<file path="config.mk">
export PLATFORM = sky130hd
export DESIGN_NAME = io_bank_ccff_cfg_ctrl
export DESIGN_NICKNAME = d
export VERILOG_FILES = /design/src/rtl/io_bank_ccff_cfg_ctrl.sv
export SDC_FILE = /design/constraint.sdc
export NUM_CORES = 1
export LEC_CHECK = 0
export BUFFER_PORTS_ARGS = -buffer_cell sky130_fd_sc_hd__buf_4
export CAP_MARGIN = 20
export CORE_AREA = 2 2 82 84
export DETAILED_ROUTE_END_ITERATION = 10
export DIE_AREA = 0 0 84 86
export MAX_ROUTING_LAYER = met4
export SETUP_SLACK_MARGIN = 0.05
export SYNTH_ARGS = -nofsm -noshare
export SYNTH_HDL_FRONTEND = slang
export SYNTH_SLANG_ARGS = --single-unit
</file>
<file path="constraint.sdc">
create_clock -name prog_clock -period 3.14 [get_ports prog_clock]
set_input_delay 0.628 -clock prog_clock [delete_from_list [all_inputs] [get_ports prog_clock]]
set_output_delay 0.628 -clock prog_clock [all_outputs]
set_load 0.005 [all_outputs]
</file>
<file path="src/rtl/io_bank_ccff_cfg_ctrl.sv">
// io_bank_ccff_cfg_ctrl: shadow ccff chain with checked atomic commit and serial readback for an IO bank
module io_bank_ccff_cfg_ctrl #(
  parameter int NUM_CH = 4,
  parameter int NUM_CLK = 16,
  parameter int MODE_BITS = 2,
  localparam int SEL_W = (NUM_CLK > 1) ? $clog2(NUM_CLK) : 1,
  localparam int CW = SEL_W + MODE_BITS,
  localparam int L = NUM_CH * CW,
  localparam int CNT_W = $clog2(L + 2)
) (
  input  logic                        prog_clock,
  input  logic                        global_reset,
  input  logic                        config_enable,
  input  logic                        ccff_head,
  input  logic                        readback_req,
  output logic                        ccff_tail,
  output logic [NUM_CH*SEL_W-1:0]     ch_clk_sel,
  output logic [NUM_CH*MODE_BITS-1:0] ch_mode,
  output logic                        cfg_done,
  output logic                        cfg_err
);
  localparam logic [CNT_W-1:0] LEN = CNT_W'(L);
  localparam logic [CNT_W-1:0] MAXC = CNT_W'(L + 1);
  localparam logic [SEL_W:0] NCLK = (SEL_W + 1)'(NUM_CLK);
  logic [L-1:0] chain_q, chain_d, rb_word;
  logic [NUM_CH*SEL_W-1:0] sel_q, sel_d, sel_n;
  logic [NUM_CH*MODE_BITS-1:0] mode_q, mode_d, mode_n;
  logic [CNT_W-1:0] cnt_q, cnt_d;
  logic en_q, done_q, done_d, err_q, err_d, ok, commit;
  assign ccff_tail = chain_q[L-1];
  assign ch_clk_sel = sel_q;
  assign ch_mode = mode_q;
  assign cfg_done = done_q;
  assign cfg_err = err_q;
  // Unpack the shadow chain, range-check every select field, and decide the next state
  always_comb begin
    sel_n = '0;
    mode_n = '0;
    rb_word = '0;
    ok = (cnt_q == LEN);
    for (int c = 0; c < NUM_CH; c++) begin
      sel_n[c*SEL_W +: SEL_W] = chain_q[c*CW +: SEL_W];
      mode_n[c*MODE_BITS +: MODE_BITS] = chain_q[c*CW+SEL_W +: MODE_BITS];
      rb_word[c*CW +: CW] = {mode_q[c*MODE_BITS +: MODE_BITS], sel_q[c*SEL_W +: SEL_W]};
      ok = ok && ({1'b0, chain_q[c*CW +: SEL_W]} < NCLK);
    end
    commit = !config_enable && en_q;
    chain_d = config_enable ? {chain_q[L-2:0], ccff_head} : (!en_q && readback_req) ? rb_word : chain_q;
    cnt_d = config_enable ? ((cnt_q == MAXC) ? cnt_q : cnt_q + 1'b1) : en_q ? '0 : cnt_q;
    sel_d = (commit && ok) ? sel_n : sel_q;
    mode_d = (commit && ok) ? mode_n : mode_q;
    done_d = commit && ok;
    err_d = config_enable ? (err_q && en_q) : commit ? !ok : err_q;
  end
  // State registers; reset aborts any shift in progress
  always_ff @(posedge prog_clock) begin
    if (global_reset) begin
      chain_q <= '0;
      sel_q <= '0;
      mode_q <= '0;
      cnt_q <= '0;
      en_q <= 1'b0;
      done_q <= 1'b0;
      err_q <= 1'b0;
    end else begin
      chain_q <= chain_d;
      sel_q <= sel_d;
      mode_q <= mode_d;
      cnt_q <= cnt_d;
      en_q <= config_enable;
      done_q <= done_d;
      err_q <= err_d;
    end
  end
endmodule

</file>
## Word level (Yosys, flattened, before mapping)

Index checks and enable logic that the tools add are counted.

- $add $sub $neg: 1
- Equal/unequal tests: 3
- Muxes and demuxes: 7
- Reduce and logical (&&, ||, !) cells: 11

Operator list:

| kind | number |
|---|---|
| 24-bit 2-to-1 mux | 2 |
| 5-bit 2-to-1 mux | 3 |
| 5-bit equality test, second input constant | 2 |
| 2-bit nonzero test | 3 |
| 5-bit by 1-bit adder with 5-bit output, second input constant | 1 |
| 1-bit logical AND | 4 |
| 1-bit logical NOT | 3 |
| 1-bit 2-to-1 mux | 2 |
| 2-bit != test, second input constant | 1 |
| 2-bit AND reduction | 1 |

- Register bits after elaboration: 56
- Input port bits: 5
- Logic and storage cells: 29

## Longest topological paths before layout

Gate-level depths: netlist of run 1.

- Depth after elaboration: 4
- Gate-level depth with buffers: 6
- Depth with buffers taken out: 5

## Worst setup path after synthesis of run 1

OpenSTA, ideal clock, no wires.

- Path kind: input to register
- Start point: in config_enable
- End point: reg sel_q[0], in the netlist ch_clk_sel[0]
- Library setup time: 0.072 ns
- Arrival time: 1.638 ns
- Required time: 3.068 ns
- Setup slack: 1.430 ns
- Stages: 5
- Buffers on the path: 2
- Path through: buf_2 > nand3b_4 > nor3_4 > buf_8 > mux2i_1

- Longest elaborated chain between the ends: 3

Ends and longest elaborated chain:

| item | line | RTL |
|---|---|---|
| from (decl) | 13 | `input logic config_enable,` |
| 1-bit logical NOT | 47 | `commit = !config_enable && en_q;` |
| 1-bit logical AND | 47 |  |
| 1-bit logical AND | 50 | `sel_d = (commit && ok) ? sel_n : sel_q;` |
| to (signal assigned) | 67 | `sel_q <= sel_d;` |
| to (decl) | 26 | `logic [NUM_CH*SEL_W-1:0] sel_q, sel_d, sel_n;` |

Every way passes these cells.
A chain may end at the register's enable or synchronous reset.

## Worst setup path in the final report of run 1

- Start point: in config_enable
- End point: reg chain_q[13]

- Longest elaborated chain between the ends: 1

Ends and longest elaborated chain:

| item | line | RTL |
|---|---|---|
| 24-bit 2-to-1 mux or 2-bit nonzero test (tied branches) | - |  |
| to (signal assigned) | 66 | `chain_q <= chain_d;` |
| to (decl) | 25 | `logic [L-1:0] chain_q, chain_d, rb_word;` |

Parallel ways exist; a longest one is shown, timed or not.

==> results of run 1 <==
-- layer usage --
| layer | GRT usage, % | share of wire, % | vias to the layer above |
|---|---|---|---|
| met1 | 19.9 | 53 | 930 |
| li1 | - | - | 1028 |
| met4 | 5.13 | 1.3 | 0 |
| met5 | - | 0 | - |
| met2 | 23.3 | 43 | 22 |
| met3 | 3.18 | 2.8 | 7 |
-- power by group through the flow --
stage               registers (mW)  logic (mW)  clock network [mW]
floorplan                    0.761       0.114                   0
global placement             0.768       0.130                   0
detailed placement           0.767       0.132                   0
CTS                          0.751       0.133               0.531
global route                 0.755       0.148               0.562
finish                       0.751       0.131               0.513
-- worst max-delay path: stages --
cell	delay, ns
sky130_fd_sc_hd__buf_4	0.34
sky130_fd_sc_hd__buf_4	0.37
sky130_fd_sc_hd__mux2_2	0.37
sky130_fd_sc_hd__a21oi_1	0.13
sky130_fd_sc_hd__nor3_1	0.06
-- state kept, by name, indices dropped and copies added (netlist names) --
| register | cells |
|---|---|
| cfg_done | 1 |
| cfg_err | 1 |
| ch_clk_sel | 16 |
| ch_mode | 8 |
| chain_q | 24 |
| cnt_q | 5 |
| en_q | 1 |
-- how the worst min path moves through the flow --
stage	cells after the start	from	slack (ns)	to
2_1_floorplan	2	chain_q[18]	0.46	ch_clk_sel[12]
3_3_place_gp	2	ch_clk_sel[9]	0.48	ch_clk_sel[9]
3_5_place_dp	2	ch_clk_sel[5]	0.48	ch_clk_sel[5]
4_1_cts	2	chain_q[7]	0.49	ch_clk_sel[5]
5_1_grt	2	ch_mode[5]	0.52	ch_mode[5]
6_report	2	chain_q[7]	0.49	ch_clk_sel[5]
-- synth_stat cells (all sizes together), types with 3 or more instances --
cell    number
clkbuf      13
nand2        3
dfxtp       56
nor3b       25
nor3        26
nand2b      49
nand3        5
inv          3
a21oi       28
ha           3
buf         12
mux2i       24
mux2        24
-- cell type report --
class,count,area [sq um],share of cell area (%)
multi-input combinational,203,1490,47.9
sequential,56,1120,36.1
clock inverter,1,30.0,0.967
clock buffer,7,96.3,3.10
tap,77,96.3,3.10
inverter,3,11.3,0.363
timing repair buffer,35,263,8.46
-- cells by family (layout without fill, tap and decap cells) --
logic type,Yosys count,count (layout),share of synthesized area (%)
simple gates,117,117,27.2
flops,56,56,40.6
mux,48,48,18.5
compound gates,34,34,6.47
buf+inv,28,46,5.61
fa+ha+maj,4,4,1.72
-- stage by stage --
stage               instances  cell area (sq um)  utilization [%]  setup WS, ns
global route              382               3110             49.5          1.30
global placement          374               2980             47.5          1.11
finish                    382               3110             49.5          1.41
floorplan                 287               2760                -          1.43
detailed placement        374               2980             47.5          1.08
CTS                       382               3110             49.5          1.42
==> metrics.md, run 1 <==
| Metric | Value |
|---|---|
| Overall overflow remaining after global route | 0 |
| Post-CTS clock slew at the launch and capture registers of the worst setup and hold paths | 0.10 ns |
| Post-detailed-route wirelength per cell | 13.4 um |
| Type of destination of the critical path | flip-flop |
| Wire length of the first global-routing pass | 8870 um |
| Fraction of power spent switching nets | 22.8% |
| Buffers inserted during post-CTS setup optimization | 0 |
| Number of DRC violations after detailed routing | 0 |
| Total wire length | 5110 um |
| Detail-routed via count per cell | 5.20 |
| H-tree depth | 2 |
| Classification of the worst-slack hold path | flip-flop to flip-flop |
| Int Power | 1.08 mW |
| Asr flop ratio synth | 0% |
| Startpoint type of the worst setup path | primary input |
| Height of the die | 86 um |
| FF-to-FF setup slack | 1.70 ns |
| Maximum buffer depth of the clock tree | 2 |
| Required time worst endpoint | 3.32 ns |
| Most frequent standard cell in the layout excluding fill and tap cells | sky130_fd_sc_hd__dfxtp_1 |
| Setup TNS | 0 ns |
| I/O Buffers | 31 |
| Syn Std Cell Area | 2760 sq um |
| Final setup violation count | 0 |
| Remaining antenna violation count after routing | 0 |
| Number of flops mapped to enable cells by yosys | 0 |
| Maximum fanout along the worst path | 36 |
| First-pass iteration count of the detailed router | 4 |
| CTS tree | yes |
| Result of the run | completed |
| Unrepaired setup endpoints after global routing | no |
| Synthesis warning total | 0 |
| Core area | 6280 sq um |
| Effective utilization at floorplan | 44.0% |
| Pwr dens | 449 nW/um^2 |
| Final Hold Viols | 0 |
| Total leakage power | 1.12 nW |
| Post-layout nets | 312 |
| Routability congestion estimate | 0.702 |
| Fraction of layout instances using a drive strength above 1 | 23.9% |
| Via count of the first global-routing pass | 1937 |
| Slew Viols, Final | 0 |
| Portion of the clock cycle consumed by the worst path in the final layout | 55.0% |
| Std-Cell Rows | 29 |
| Post-route worst hold slack | 0.492 ns |
| Area growth syn-to-layout | 12.4% |
| Ant diodes | 0 |
| CTS root buf | sky130_fd_sc_hd__clkbuf_8 |
| Most used flip-flop cell after synthesis | sky130_fd_sc_hd__dfxtp_1 |
| Number of buffers inserted for hold repair after clock tree synthesis | 0 |
| Clock latency at the later pin of the worst-skew pair | 0.31 ns |
| Most area-consuming cells after synthesis | sky130_fd_sc_hd__dfxtp_1, sky130_fd_sc_hd__nand2b_1, sky130_fd_sc_hd__mux2_2 |
| Setup crit end | chain_q[13] |
| Relative contribution of combinational cells to total power | 9.4% |
| Yosys top cell area share | 40.6% |
| Startpoint of the worst-slack reg-to-reg timing path | en_q |
| Resized cells post-CTS | 0 |
| Sequential share of the synthesized area | 40.6% |
| Gate count after technology mapping | 287 |
| Total clock buffers created by CTS | 5 |
| Number of inserted filler cells in the final layout | 589 |
| Per-instance average area after synthesis | 9.63 sq um |
| Net switching component of the power | 318 uW |
| Transition time of the tightest slew-check pin | 0.647 ns |
| Share of power burned in registers | 53.8% |
| Clock power share | 36.8% |
| Ports placed on the boundary | 32 |
| Largest area contributor in the synthesized netlist | sky130_fd_sc_hd__dfxtp_1 |
| Worst r2r dst | chain_q[9] |
| Largest net degree at the start of global routing | 81 |
| Worst Skew | 0.00654 ns |
| Data arrival, critical path | 1.90 ns |
| Type of the worst setup path | primary input to flip-flop |
| Peak clock frequency supported by timing | 579 MHz |
| Number of register bits inferred by synthesis | 56 |
| Count of max-cap constraint violations | 0 |
| DRT iter0 DRCs | 92 |
| Die ar. | 7220 sq um |
| Final HPWL DP | 3160 um |
| Number of distinct library cells after synthesis | 30 |
| Horiz. Die Dim | 84 um |
| Top library cells by usage in the layout, fill and taps aside | sky130_fd_sc_hd__dfxtp_1, sky130_fd_sc_hd__nand2b_1, sky130_fd_sc_hd__buf_4, sky130_fd_sc_hd__a21oi_1 |
| Initial antenna violation count | 0 |
| Rel. slew slack | 56.9% |
| Min cycle time layout | 1.73 ns |
| Total global-route track usage | 15.1% |
| R2R depth | 4 |
| Worst setup path startpoint | config_enable |
| Total chip power | 1.39 mW |
| CTS sink cnt | 56 |
| Mapped Nets | 295 |
| Max IR drop VDD | 268 uV |
| Total number of vias | 1987 |
No activity file was read; power rests on OpenSTA's default activity.
==> run 2, diff against run 1 <==
Clock period 3.14 ns to 1.8 ns, I/O delays scaled along.
==> run 2 against run 1 <==
Effect of this change:
- clock-buffer cell count is the same
- non-clock buffer count grew 3
- cell area grew 1.8%
- worst hold slack lost 0.035 ns
- critical path depth grew 1
- sequential share of layout area shrank 0.63 points
==> metrics.md, run 2 (synthesis results as in run 1) <==
| Metric | Value |
|---|---|
| Maximum fanout along the worst path | 25 (was 36) |
| Type of destination of the critical path | flip-flop (unchanged) |
| Total wire length | 5230 um (was 5110 um) |
| Type of the worst setup path | flip-flop to flip-flop (was primary input to flip-flop) |
| Std-Cell Rows | 29 (unchanged) |
| Wire length of the first global-routing pass | 8780 um (was 8870 um) |
| Pwr dens | 727 nW/um^2 (was 449 nW/um^2) |
| Area growth syn-to-layout | 14.4% (was 12.4%) |
| Metal1 wirelength | 2640 um (was 2710 um) |
| Effective utilization at floorplan | 44.0% (unchanged) |
| Data arrival, critical path | 1.69 ns (was 1.90 ns) |
| Final HPWL DP | 3220 um (was 3160 um) |
| Ports placed on the boundary | 32 (unchanged) |
| Placed Cells incl. Taps | 377 (was 374) |
| H-tree depth | 2 (unchanged) |
| Transition time of the tightest slew-check pin | 0.331 ns (was 0.647 ns) |
| Total chip power | 2.30 mW (was 1.39 mW) |
| Worst Skew | 0.00372 ns (was 0.00654 ns) |
| Total number of vias | 2014 (was 1987) |
| Setup TNS | 0 ns (unchanged) |
| Maximum buffer depth of the clock tree | 2 (unchanged) |
| Most flop-heavy register | chain_q (unchanged) |
| Horiz. Die Dim | 84 um (unchanged) |
| Overall overflow remaining after global route | 0 (unchanged) |
| Ant diodes | 0 (unchanged) |
| Wire length on met3 | 139 um (was 143 um) |
| Largest net degree at the start of global routing | 81 (unchanged) |
| Die ar. | 7220 sq um (unchanged) |
| Max reg flops | 24 (unchanged) |
| First-pass iteration count of the detailed router | 4 (unchanged) |
| Number of inserted filler cells in the final layout | 612 (was 589) |
| Result of the run | completed (unchanged) |
| Final setup violation count | 0 (unchanged) |
| Via count of the first global-routing pass | 1872 (was 1937) |
| Max layer used | met4 (unchanged) |
| Core area | 6280 sq um (unchanged) |
| Startpoint type of the worst setup path | flip-flop (was primary input) |
| Peak clock frequency supported by timing | 687 MHz |
| Post-CTS clock slew at the launch and capture registers of the worst setup and hold paths | 0.09 ns (was 0.10 ns) |
| Required time worst endpoint | 2.03 ns (was 3.32 ns) |
| Classification of the worst-slack hold path | primary input to flip-flop (was flip-flop to flip-flop) |
| Height of the die | 86 um (unchanged) |
| Count of max-cap constraint violations | 0 (unchanged) |
| Initial antenna violation count | 0 (unchanged) |
| Most frequent standard cell in the layout excluding fill and tap cells | sky130_fd_sc_hd__dfxtp_1 (unchanged) |
| Max IR drop VDD | 511 uV (was 268 uV) |
| CTS tree | yes (unchanged) |
| DRT iter0 DRCs | 73 (was 92) |
| Total clock buffers created by CTS | 5 (unchanged) |
| Post-layout nets | 315 (was 312) |
| Min cycle time layout | 1.46 ns |
| Top library cells by usage in the layout, fill and taps aside | sky130_fd_sc_hd__dfxtp_1, sky130_fd_sc_hd__nand2b_1, sky130_fd_sc_hd__buf_4, sky130_fd_sc_hd__a21oi_1 (unchanged) |
| Final Hold Viols | 0 (unchanged) |
| CTS sink cnt | 56 (unchanged) |
| Slew Viols, Final | 0 (unchanged) |
| Rel. slew slack | 77.9% (was 56.9%) |
| Number of DRC violations after detailed routing | 0 (unchanged) |
| Buffers inserted during post-CTS setup optimization | 0 (unchanged) |
| CTS root buf | sky130_fd_sc_hd__clkbuf_8 (unchanged) |
| Clock latency at the later pin of the worst-skew pair | 0.30 ns (was 0.31 ns) |
| Number of standard cells in the layout, taps in and fillers out | 384 (was 382) |
| Resized cells post-CTS | 0 (unchanged) |
| Total leakage power | 1.14 nW (was 1.12 nW) |
| Number of buffers inserted for hold repair after clock tree synthesis | 0 (unchanged) |
| Total global-route track usage | 15.1% (about the same) |
| Met2 wire length | 2400 um (was 2190 um) |
| Detail-routed via count per cell | 5.24 (was 5.20) |
| Routability congestion estimate | 0.699 (was 0.702) |
| I/O Buffers | 31 (unchanged) |
| Unrepaired setup endpoints after global routing | no (unchanged) |
| Fraction of layout instances using a drive strength above 1 | 24.4% (was 23.9%) |
| Portion of the clock cycle consumed by the worst path in the final layout | 80.9% |
| Post-detailed-route wirelength per cell | 13.6 um (was 13.4 um) |
| Remaining antenna violation count after routing | 0 (unchanged) |
## run 2: cell count changes in the layout (fill, tap and decap cells not counted), sizes merged
cell | before | now
buf | 35 | 38
bufinv | 1 | 0
## run 2: routing by layer
layer  GRT usage [%]  up-vias
met2            24.3       21
li1                -     1041
met3            2.98        5
met1            19.3      947
met4            4.55        0
met5               -        -
## run 2: layout make-up
| cell class | count | area, sq um | share of cell area [%] |
|---|---|---|---|
| well taps | 77 | 96.3 | 3.05 |
| repair buffers | 38 | 348 | 11.0 |
| flip-flops and latches | 56 | 1120 | 35.5 |
| clock buffers | 7 | 96.3 | 3.05 |
| multi-input cells | 203 | 1490 | 47.1 |
| inverters | 3 | 11.3 | 0.356 |
## run 2: per-stage QoR
stage,hold WS [ns],cell area (sq um),utilization [%],setup WS (ns)
after floorplan,0.461,2760,-,0.355
after global routing,0.466,3160,50.3,0.204
final,0.456,3160,50.3,0.344
after global placement,0.475,3060,48.8,0.306
after detailed placement,0.481,3060,48.8,0.266
after CTS,0.450,3160,50.3,0.322
## run 2: report_power, final
group          internal [mW]  switching [mW]
clock network          0.344           0.392
registers               1.28          0.0321
logic                  0.128           0.123
total                   1.75           0.548
## run 2: critical path, stage by stage (launching register included)
cell and delay, ns:
sky130_fd_sc_hd__dfxtp_1 0.38, sky130_fd_sc_hd__inv_1 0.08, sky130_fd_sc_hd__ha_1 0.19, sky130_fd_sc_hd__nand3b_4 0.10
sky130_fd_sc_hd__nor3_4 0.16, sky130_fd_sc_hd__buf_12 0.24, sky130_fd_sc_hd__mux2i_1 0.21
## run 2: worst paths after layout
kind | from | end | slack, ns | depth (start not counted)
worst max-delay path | cnt_q[0] | ch_mode[7] | 0.34 | 6
worst min-delay path | ccff_head | chain_q[0] | 0.46 | 4
worst max register to register | cnt_q[0] | ch_mode[7] | 0.34 | 6
worst min register to register | ch_clk_sel[10] | ch_clk_sel[10] | 0.49 | 2
==> run 3, diff against run 2 <==
Settings changed: ABC_AREA set to 1, CORE_AREA 2 2 82 84 to 2 2 74 76, DIE_AREA 0 0 84 86 to 0 0 76 78, PLACE_DENSITY set to 0.66.
Clock period 1.8 ns to 1.2 ns, I/O delays scaled along.
==> run 3 against run 2 <==
Effect of this change:
- the run now ends with setup timing left
- sequential cell count stayed put
- clock power is 68% higher
- synthesized cell count is 3.5% higher
- clock-buffer cell count is 2 lower
- combinational power is 24% higher
- register-to-register slack worse by 0.46 ns
- global-route usage is 3.7 points higher
- critical path depth is 3 higher
- sequential share of layout area is 2.9 points higher
- worst hold slack worse by 0.25 ns
- die area is 18% lower
- largest cell class is now sequential cells
==> metrics.md, run 3 <==
| Metric | Value |
|---|---|
| Largest area contributor in the synthesized netlist | sky130_fd_sc_hd__dfxtp_1 (unchanged) |
| Yosys top cell area share | 50.2% (was 40.6%) |
| Min cycle time layout | 1.31 ns (was 1.46 ns) |
| H-tree depth | 2 (unchanged) |
| Effective utilization at floorplan | 44.3% (was 44.0%) |
| Transition time of the tightest slew-check pin | 0.359 ns (was 0.331 ns) |
| Type of destination of the critical path | flip-flop (unchanged) |
| Pwr dens | 1200 nW/um^2 (was 727 nW/um^2) |
| Final setup violation count | 29 (was 0) |
| Worst Skew | 0.00761 ns (was 0.00372 ns) |
| I/O Buffers | 31 (unchanged) |
| Unrepaired setup endpoints after global routing | yes (was no) |
| Peak clock frequency supported by timing | 761 MHz (was 687 MHz) |
| M2 GR Usage | 27.4% (was 24.3%) |
| CTS root buf | sky130_fd_sc_hd__clkbuf_8 (unchanged) |
| Core area | 5040 sq um (was 6280 sq um) |
| CTS tree | yes (unchanged) |
| Height of the die | 78 um (was 86 um) |
| Initial antenna violation count | 0 (unchanged) |
| Data arrival, critical path | 1.57 ns (was 1.69 ns) |
| Synthesis warning total | 0 (unchanged) |
| Mapped Nets | 305 (was 295) |
| Beginning of the worst hold path | global_reset (was ccff_head) |
| Count leader, synth | sky130_fd_sc_hd__nand2_1 (was sky130_fd_sc_hd__dfxtp_1) |
| Placed cell area | 2650 sq um (was 3060 sq um) |
| Adder-cell area share of the yosys netlist | 1.68% (was 1.72%) |
| Xor-xnor portion of the synthesized cell area | 0% (unchanged) |
| Wire length of the first global-routing pass | 8850 um (was 8780 um) |
| Portion of the clock cycle consumed by the worst path in the final layout | 110% (was 80.9%) |
| Number of DRC violations after detailed routing | 0 (unchanged) |
| Area growth syn-to-layout | 31.5% (was 14.4%) |
| Slew Viols, Final | 0 (unchanged) |
| Maximum fanout along the worst path | 5 (was 25) |
| Via count of the first global-routing pass | 1801 (was 1872) |
| Max IR drop VDD | 850 uV (was 511 uV) |
| DRT iter0 DRCs | 182 (was 73) |
| Post-detailed-route wirelength per cell | 13.2 um (was 13.6 um) |
| Final WS setup | -0.115 ns (was 0.344 ns) |
| Max reg flops | 24 (unchanged) |
| Post-layout nets | 352 (was 315) |
| Worst setup path startpoint | cnt_q[0] (unchanged) |
| Most used flip-flop cell after synthesis | sky130_fd_sc_hd__dfxtp_1 (unchanged) |
| Commonest cells post-synth | sky130_fd_sc_hd__nand2_1, sky130_fd_sc_hd__dfxtp_1, sky130_fd_sc_hd__o21ai_0 (was sky130_fd_sc_hd__dfxtp_1, sky130_fd_sc_hd__nand2b_1, sky130_fd_sc_hd__a21oi_1) |
| Remaining antenna violation count after routing | 0 (unchanged) |
| Required time worst endpoint | 1.46 ns (was 2.03 ns) |
| Worst slack, placed | -0.183 ns (was 0.266 ns) |
| Std-Cell Rows | 26 (was 29) |
| Final HPWL DP | 3120 um (was 3220 um) |
| Number of distinct library cells after synthesis | 21 (was 30) |
| Total global-route track usage | 18.8% (was 15.1%) |
| Count of max-cap constraint violations | 0 (unchanged) |
| Sequential share of the synthesized area | 50.2% (was 40.6%) |
| Maximum buffer depth of the clock tree | 2 (unchanged) |
| Number of standard cells in the layout, taps in and fillers out | 415 (was 384) |
| Overall overflow remaining after global route | 0 (unchanged) |
| Result of the run | finished, violations left (was completed) |
| Largest net degree at the start of global routing | 49 (was 81) |
| Clock latency at the later pin of the worst-skew pair | 0.31 ns (was 0.30 ns) |
| Ant diodes | 0 (unchanged) |
| First-pass iteration count of the detailed router | 4 (unchanged) |
| Detail-routed via count per cell | 5.06 (was 5.24) |
| Multiplexer fraction of the synthesized cell area | 0% (was 18.5%) |
| GRT met3 Usage | 4.42% (was 2.98%) |
| Horiz. Die Dim | 76 um (was 84 um) |
| Most frequent standard cell in the layout excluding fill and tap cells | sky130_fd_sc_hd__nand2_1 (was sky130_fd_sc_hd__dfxtp_1) |
| Synthesized-area fraction occupied by and/or/nand/nor cells | 28.1% (was 27.2%) |
| Busiest layer in global routing | met2 (unchanged) |
| Violations in the final reports | setup timing |
| Startpoint type of the worst setup path | flip-flop (unchanged) |
| Total clock buffers created by CTS | 5 (unchanged) |
| Setup TNS | -2.71 ns (was 0 ns) |
| Total leakage power | 1.27 nW (was 1.14 nW) |
| Most area-consuming cells after synthesis | sky130_fd_sc_hd__dfxtp_1, sky130_fd_sc_hd__nand2_1, sky130_fd_sc_hd__a31oi_1 (was sky130_fd_sc_hd__dfxtp_1, sky130_fd_sc_hd__nand2b_1, sky130_fd_sc_hd__mux2_2) |
| CTS sink cnt | 56 (unchanged) |
| Finished Cell Area | 2940 sq um (was 3160 sq um) |
| Met1 track demand over resource | 26.3% (was 19.3%) |
| Total wire length | 5470 um (was 5230 um) |
| Synth Area in Compound Gates | 13.7% (was 6.47%) |
| Post-CTS clock slew at the launch and capture registers of the worst setup and hold paths | 0.10 ns (was 0.09 ns) |
| Type of the worst setup path | flip-flop to flip-flop (unchanged) |
| Top library cells by usage in the layout, fill and taps aside | sky130_fd_sc_hd__nand2_1, sky130_fd_sc_hd__dfxtp_1, sky130_fd_sc_hd__buf_4, sky130_fd_sc_hd__a31oi_1, sky130_fd_sc_hd__o21ai_0 (was sky130_fd_sc_hd__dfxtp_1, sky130_fd_sc_hd__nand2b_1, sky130_fd_sc_hd__buf_4, sky130_fd_sc_hd__a21oi_1) |
| Startpoint of the worst-slack reg-to-reg timing path | cnt_q[0] (unchanged) |
| Fraction of layout instances using a drive strength above 1 | 30.1% (was 24.4%) |
| Main combinational cell family by area after synthesis | simple AND/OR/NAND/NOR gates (unchanged) |
| Number of inserted filler cells in the final layout | 468 (was 612) |
| Routability congestion estimate | 0.806 (was 0.699) |
| Total number of vias | 2099 (was 2014) |
| Gate count after technology mapping | 297 (was 287) |
| Classification of the worst-slack hold path | primary input to flip-flop (unchanged) |
| Final Hold Viols | 0 (unchanged) |
| Placed Cells incl. Taps | 398 (was 377) |
| Asr flop ratio synth | 0% (unchanged) |
| Most flop-heavy register | chain_q (unchanged) |
| Number of register bits inferred by synthesis | 56 (unchanged) |
| Ports placed on the boundary | 32 (unchanged) |
| Die ar. | 5930 sq um (was 7220 sq um) |
| Number of flops mapped to enable cells by yosys | 0 (unchanged) |
| Syn Std Cell Area | 2230 sq um (was 2760 sq um) |
| Rel. slew slack | 76.0% (was 77.9%) |
| Per-instance average area after synthesis | 7.52 sq um (was 9.63 sq um) |
[run 3: cell count changes in the layout (fill, tap and decap cells not counted), sizes merged, moves of 22 or more]
cell,change
nand2,+135
a21oi,-23
mux2,-24
o21ai,+24
nand2b,-49
nor3,-24
a31oi,+22
nor3b,-25
mux2i,-24
[run 3: path summary, 6_finish.rpt]
| kind | endpoint | slack, ns | depth (start not counted) |
|---|---|---|---|
| max | ch_clk_sel[9] | -0.11 | 9 |
| min | cnt_q[1] | 0.21 | 2 |
| max reg2reg | ch_clk_sel[9] | -0.11 | 9 |
| min reg2reg | ch_clk_sel[1] | 0.46 | 2 |
[run 3: critical path, stage by stage, from the launching register on]
cell                      delay (ns)
sky130_fd_sc_hd__dfxtp_2        0.33
sky130_fd_sc_hd__inv_2          0.07
sky130_fd_sc_hd__ha_4           0.14
sky130_fd_sc_hd__nand3_4        0.08
sky130_fd_sc_hd__buf_6          0.13
sky130_fd_sc_hd__nor3_4         0.14
sky130_fd_sc_hd__buf_6          0.15
sky130_fd_sc_hd__buf_6          0.12
sky130_fd_sc_hd__nand2_2        0.05
sky130_fd_sc_hd__nand2_2        0.06
[run 3: final cells by class]
cell class,instances,area (sq um),area share (%)
clock buffers,5,68.8,2.34
repair buffers,57,497,16.9
multi-input cells,213,1070,36.4
inverters,11,46.3,1.58
well taps,70,87.6,2.98
flip-flops and latches,56,1130,38.4
clock inverters,3,42.5,1.45
[run 3: cell families (layout without fill, tap and decap cells)]
| logic type | count (synthesis) | after routing |
|---|---|---|
| buf+inv | 29 | 76 |
| compound gates | 55 | 55 |
| simple gates | 154 | 155 |
| fa+ha+maj | 3 | 3 |
| flops | 56 | 56 |
[run 3: what timing repair did]
item                       CTS  global route
pin swaps                   15             6
gates cloned                 3             1
buffers inserted             3             2
setup endpoints to repair   30            56
gates resized for setup     23            17
hold buffers                 0             0
[run 3: power by group]
part           total, mW  switching, mW  internal, mW  leakage (nW)
clock network       1.24          0.625         0.619        0.0541
logic              0.313          0.182         0.131         0.762
registers           1.96         0.0470          1.92         0.458
total               3.52          0.854          2.67          1.27
[run 3: layer usage]
metal | part of all wire [%] | wire, um | up-vias
met3 | 6.8 | 373 | 5
met1 | 47 | 2550 | 970
li1 | - | - | 1059
met2 | 46 | 2500 | 65
met4 | 0.88 | 48 | 0
met5 | 0 | 0 | -
[run 3: stage by stage]
step                util (%)  hold WS, ns  power [mW]
finish                  58.3        0.206        3.52
global route            58.3        0.194        3.67
CTS                     56.9        0.198        3.50
detailed placement      52.5        0.453        2.26
global placement        52.5        0.447        2.26
floorplan                  -        0.403        2.18
